--- src/rtl/pu_riscv_id_fetch_queue.sv ---
// IF->ID instruction queue plus decode-stage register.
// Buffers up to DEPTH fetched parcels so fetch keeps running while decode stalls,
// and presents one entry per cycle to decode (a NOP bubble when nothing is available).
//
// Ports:
//   rstn, clk                         async active-low reset, rising-edge clock
//   if_valid / if_ready               fetch handshake; if_ready = queue not full
//   if_pc, if_instr, if_bp_predict,
//   if_exception                      offered parcel
//   id_stall, du_stall                decode hold
//   bu_flush, st_flush, du_flush      discard queue, offered parcel and decode entry
//   id_pc, id_instr, id_bubble,
//   id_bp_predict, id_exception       registered decode entry
//   q_count                           entries held in the queue (decode register excluded)
module pu_riscv_id_fetch_queue #(
  parameter int unsigned     XLEN           = 64,
  parameter int unsigned     ILEN           = 32,
  parameter int unsigned     EXCEPTION_SIZE = 16,
  parameter int unsigned     DEPTH          = 4,
  parameter logic [XLEN-1:0] PC_INIT        = 'h200,
  parameter logic [ILEN-1:0] INSTR_NOP      = 'h00000013
) (
  input  logic                      rstn,
  input  logic                      clk,

  input  logic                      if_valid,
  output logic                      if_ready,
  input  logic [XLEN-1:0]           if_pc,
  input  logic [ILEN-1:0]           if_instr,
  input  logic [1:0]                if_bp_predict,
  input  logic [EXCEPTION_SIZE-1:0] if_exception,

  input  logic                      id_stall,
  input  logic                      du_stall,
  input  logic                      bu_flush,
  input  logic                      st_flush,
  input  logic                      du_flush,

  output logic [XLEN-1:0]           id_pc,
  output logic [ILEN-1:0]           id_instr,
  output logic                      id_bubble,
  output logic [1:0]                id_bp_predict,
  output logic [EXCEPTION_SIZE-1:0] id_exception,
  output logic [$clog2(DEPTH):0]    q_count
);

  localparam int unsigned AW = $clog2(DEPTH);
  localparam int unsigned CW = AW + 1;

  logic [XLEN-1:0]           pc_mem  [DEPTH];
  logic [ILEN-1:0]           ins_mem [DEPTH];
  logic [1:0]                bp_mem  [DEPTH];
  logic [EXCEPTION_SIZE-1:0] exc_mem [DEPTH];

  logic [AW-1:0] rd_ptr_q, wr_ptr_q;
  logic [CW-1:0] count_q;

  logic flush, stall, full, empty, push, advance, pop, bypass, wr;

  assign flush    = bu_flush | st_flush | du_flush;
  assign stall    = id_stall | du_stall;
  assign full     = (count_q == CW'(DEPTH));
  assign empty    = (count_q == '0);
  assign if_ready = ~full;
  assign push     = if_valid & if_ready & ~flush;
  assign advance  = ~stall & ~flush;
  assign pop      = advance & ~empty;
  // An empty queue hands the parcel straight to decode instead of storing it.
  assign bypass   = advance & empty & push;
  assign wr       = push & ~bypass;
  assign q_count  = count_q;

  // Queue storage needs no reset: validity is tracked by the pointers and count.
  always_ff @(posedge clk) begin
    if (wr) begin
      pc_mem[wr_ptr_q]  <= if_pc;
      ins_mem[wr_ptr_q] <= if_instr;
      bp_mem[wr_ptr_q]  <= if_bp_predict;
      exc_mem[wr_ptr_q] <= if_exception;
    end
  end

  always_ff @(posedge clk or negedge rstn) begin
    if (!rstn) begin
      rd_ptr_q <= '0;
      wr_ptr_q <= '0;
      count_q  <= '0;
    end else if (flush) begin
      rd_ptr_q <= '0;
      wr_ptr_q <= '0;
      count_q  <= '0;
    end else begin
      if (wr)  wr_ptr_q <= wr_ptr_q + AW'(1);
      if (pop) rd_ptr_q <= rd_ptr_q + AW'(1);
      count_q <= count_q + CW'(wr) - CW'(pop);
    end
  end

  // Decode register; id_pc deliberately keeps its last value across bubbles.
  always_ff @(posedge clk or negedge rstn) begin
    if (!rstn) begin
      id_pc         <= PC_INIT;
      id_instr      <= INSTR_NOP;
      id_bubble     <= 1'b1;
      id_bp_predict <= '0;
      id_exception  <= '0;
    end else if (flush) begin
      id_instr      <= INSTR_NOP;
      id_bubble     <= 1'b1;
      id_bp_predict <= '0;
      id_exception  <= '0;
    end else if (advance) begin
      if (!empty) begin
        id_pc         <= pc_mem[rd_ptr_q];
        id_instr      <= ins_mem[rd_ptr_q];
        id_bubble     <= 1'b0;
        id_bp_predict <= bp_mem[rd_ptr_q];
        id_exception  <= exc_mem[rd_ptr_q];
      end else if (push) begin
        id_pc         <= if_pc;
        id_instr      <= if_instr;
        id_bubble     <= 1'b0;
        id_bp_predict <= if_bp_predict;
        id_exception  <= if_exception;
      end else begin
        id_instr      <= INSTR_NOP;
        id_bubble     <= 1'b1;
        id_bp_predict <= '0;
        id_exception  <= '0;
      end
    end
  end

endmodule

--- config.mk ---
export PLATFORM = sky130hd
export DESIGN_NAME = pu_riscv_id_fetch_queue
export DESIGN_NICKNAME = d
export VERILOG_FILES = /design/src/rtl/pu_riscv_id_fetch_queue.sv
export SDC_FILE = /design/constraint.sdc
export NUM_CORES = 1
export LEC_CHECK = 0
export ABC_AREA = 1
export CELL_PAD_IN_SITES_DETAIL_PLACEMENT = 1
export CELL_PAD_IN_SITES_GLOBAL_PLACEMENT = 2
export CORE_UTILIZATION = 35
export DETAILED_ROUTE_END_ITERATION = 6
export GPL_TIMING_DRIVEN = 0
export HOLD_SLACK_MARGIN = 0.15
export PLACE_DENSITY = 0.72
export SYNTH_ARGS = -nofsm -noshare
export SYNTH_HDL_FRONTEND = slang
export SYNTH_SLANG_ARGS = --single-unit
--- constraint.sdc ---
create_clock -name clk -period 7.5 [get_ports clk]
set_input_delay 1.875 -clock clk [delete_from_list [all_inputs] [get_ports clk]]
set_output_delay 1.875 -clock clk [all_outputs]
set_load 0.1 [all_outputs]
==> flow_summary_export.csv <==
group,metric,value,unit
global_route,grt_pass1_vias,17806,
die,fp.dieH,260,um
die,start_util,0.354,
route,via_per_inst,4.91,
worst_setup_path,start_kind,"input pin",
worst_setup_path,startpoint,"du_flush",
sta,hold_violations,0,
route,vias,16546,
placement,numPortBuffers,240,
sta,clock_skew,0.0186,ns
clock_tree,cts_buffers,67,
hold_path,worstHoldStart,"id_pc[43]",
sta,clock.fmax,219,MHz
global_route,gr-total-overflow,0,
logic_synthesis,post-synth-top-area-fraction,0.588,
sta,tightest_slew,1.12,ns
logic_synthesis,avgSynthCellArea,11.0,sq um
sta,grt_setup_unrepaired,"no",
worst_setup_path,path_buf_inv,5,
die,ios,241,
logic_synthesis,synth_top_area_cell,"edfxtp_1",
route,wire_per_inst,21.0,um
worst_setup_path,cp_top_family,"simple AND/OR/NAND/NOR gates",
layout,multiInputGateArea,5860,sq um
clock_tree,post-cts-setup-buffer-count,0,
clock_tree,clock_sinks,578,
layout,seq_area,16800,sq um
clock_tree,clockBufferDepth,3,
layout,layout.nets,2584,
global_route,track_usage,0.213,
worst_setup_path,path_cells,"clkdlybuf4s50_1 > nor2_1 > nand2_1 > nor2_1 > nand2_1 > nor2_4 > buf_12 > buf_12 > buf_12 > buf_12",
clock_tree,cts_tree,"built",
worst_setup_path,cp_data_arrival_time,4.83,ns
sta,drv_slew,0,
die,coreArea,65700,sq um
clock_tree,clockRootBuffer,"clkbuf_16",
layout,diodes,0,
logic_synthesis,synth_area_leaders,"edfxtp_1 (59%), nand2_1 (15%), dfrtp_1 (13%)",
route,dr.pass1.iters,5,
logic_synthesis,ys_warn_count,0,
die,rows,94,
global_route,antenna_found_initial,9,
layout,syn_to_final_growth,26.2,%
worst_setup_path,cp_max_fo,24,
layout,final_cells,3371,
route,route.detailed.drc,0,
sta,fin_crit,4.56,ns
logic_synthesis,ys_seq_elements,578,
power,p_leak,0.0115,uW
logic_synthesis,syn-num-nets,2254,
worst_setup_path,crit_type,"in -> reg",
status,outcome,"finished clean",
placement,gp_congestion,0.742,
die,die_x,260,um
global_route,grt_pass1_wl,108000,um
power,irDropWorstVdd,0.000130,V
route,drtIter0Drc,832,
clock_tree,insertion_delay,0.59,ns
layout,drive_above_1_share,0.0886,
clock_tree,cts_htree_levels,3,
placement,dp_cells,3250,
layout,post-route-util,0.447,
sta,period_share,0.608,
power,p_per_area,261,nW/um^2
logic_synthesis,yosysUniqueCellTypes,26,
placement,dp_hpwl,46700,um
worst_setup_path,cp_slowest_cell,"nor2_4",
worst_setup_path,rr_startpoint,"q_count[1]",
worst_setup_path,crit_required,7.77,ns
logic_synthesis,synthesis.area,23300,sq um
sta,slew_headroom,0.253,
global_route,grt_max_degree,77,
hold_path,hp-class,"reg -> reg",
clock_tree,cts_resized,0,
flow_run,max_cap_viol_count,0,
worst_setup_path,crit_path_end_kind,"flop",
sta,setup_viol,0,
worst_setup_path,slowest_delay,0.59,ns
route,ant_nets,0,
die,dieArea,67600,sq um
layout,fillers,7055,
worst_setup_path,cpMostUsedCell,"buf_12",
clock_tree,hold_buffers,0,
clock_tree,path_clk_slew,0.05,ns
logic_synthesis,ys_seq_area_frac,0.719,
route,routed_wl,70700,um
logic_synthesis,postSynthCellCount,2125,
worst paths after layout:
kind / endpoint / slack, ns / cells past startpoint
max in group asynchronous: id_bubble / 5.33 / 2
hold reg to reg: id_pc[43] / 0.48 / 2
setup / recovery: pc_mem[1][63] / 2.94 / 10
min in group asynchronous: id_pc[51] / 1.36 / 1
setup reg to reg: pc_mem[1][63] / 4.22 / 10
hold / removal: id_pc[43] / 0.48 / 2
routing by layer:
metal  wire [um]  global-route usage  vias up  share of wire
met3        3270              0.0377       96          0.046
met4        1530              0.0614       12          0.022
met5          75                   0        -         0.0011
li1            -                   -     7829              -
met1       30800               0.275     8328           0.43
met2       35100               0.364      281           0.50
flip-flops by register name (all words and copies together) (netlist names):
name and count:
pc_mem 256, ins_mem 128, exc_mem 64, id_pc 64, id_instr 32, id_exception 16
bp_mem 8, q_count 3, id_bp_predict 2, rd_ptr_q 2, wr_ptr_q 2, id_bubble 1
cell families (layout without fill, tap and decap cells):
group,Yosys count,count (layout),synth area share
flops,578,578,0.719
buf+inv,153,535,0.0301
xor+xnor,2,2,0.000752
simple gates,1318,1318,0.230
fa+ha+maj,7,7,0.00408
compound gates,67,67,0.0152
tightest hold or removal path, delay by kind of cell (launching register included):
| kind | cells | cell delay (ns) |
|---|---|---|
| flops | 1 | 0.34 |
| simple gates | 2 | 0.10 |
cell usage after synthesis (all sizes together):
library cell	instances
a21oi	23
buf	92
clkbuf	30
dfrtp	117
dfstp	5
edfxtp	456
fa	1
ha	6
inv	31
nand2	950
nand3	309
nand4	1
nor2	53
o211ai	3
o21ai	41
or2	5
xnor2	1
xor2	1
per-stage QoR:
step / hold slack [ns] / total power, uW / setup TNS (ns) / setup WS, ns / cell area, sq um
after global placement: 0.463 / 4570 / -2792.56 / -5.82 / 26800
final: 0.479 / 7670 / 0 / 2.94 / 29400
after CTS: 0.484 / 7770 / 0 / 2.88 / 29400
after global routing: 0.492 / 7920 / 0 / 2.71 / 29400
after detailed placement: 0.466 / 4580 / 0 / 2.25 / 27300
after floorplan: 0.519 / 4260 / -150.88 / -0.331 / 23300
cell type report:
| class | count | area share |
|---|---|---|
| Tap cell | 864 | 0.0368 |
| Multi-Input combinational cell | 1394 | 0.200 |
| Clock buffer | 102 | 0.0662 |
| Sequential cell | 578 | 0.570 |
| Buffer | 122 | 0.0199 |
| Clock inverter | 19 | 0.00567 |
| Inverter | 31 | 0.00396 |
| Timing Repair Buffer | 261 | 0.0977 |
cells in the final DEF (no fill, tap or decap), types with 3 or more instances in the layout:
master	synthesis	layout
a21oi_1	22	22
buf_1	3	3
buf_12	0	15
buf_16	0	6
buf_2	83	83
buf_4	6	6
bufinv_16	0	3
clkbuf_1	30	56
clkbuf_16	0	71
clkbuf_8	0	5
clkdlybuf4s50_1	0	239
clkinv_1	0	6
clkinv_2	0	9
dfrtp_1	117	117
dfstp_2	5	5
edfxtp_1	456	456
ha_1	6	6
inv_1	27	27
inv_2	4	4
nand2_1	950	950
nand3_1	308	308
nor2_1	51	47
nor2_4	1	5
o211ai_1	3	3
o21ai_0	25	25
o21ai_1	16	16
or2_2	5	5
power by group:
part           total [uW]  switching [uW]  internal, uW
registers            3590            45.4          3540
logic                 916             693           223
clock network        3160            1270          1890
total                7670            2010          5660
Power figures use the tool's default switching activity.
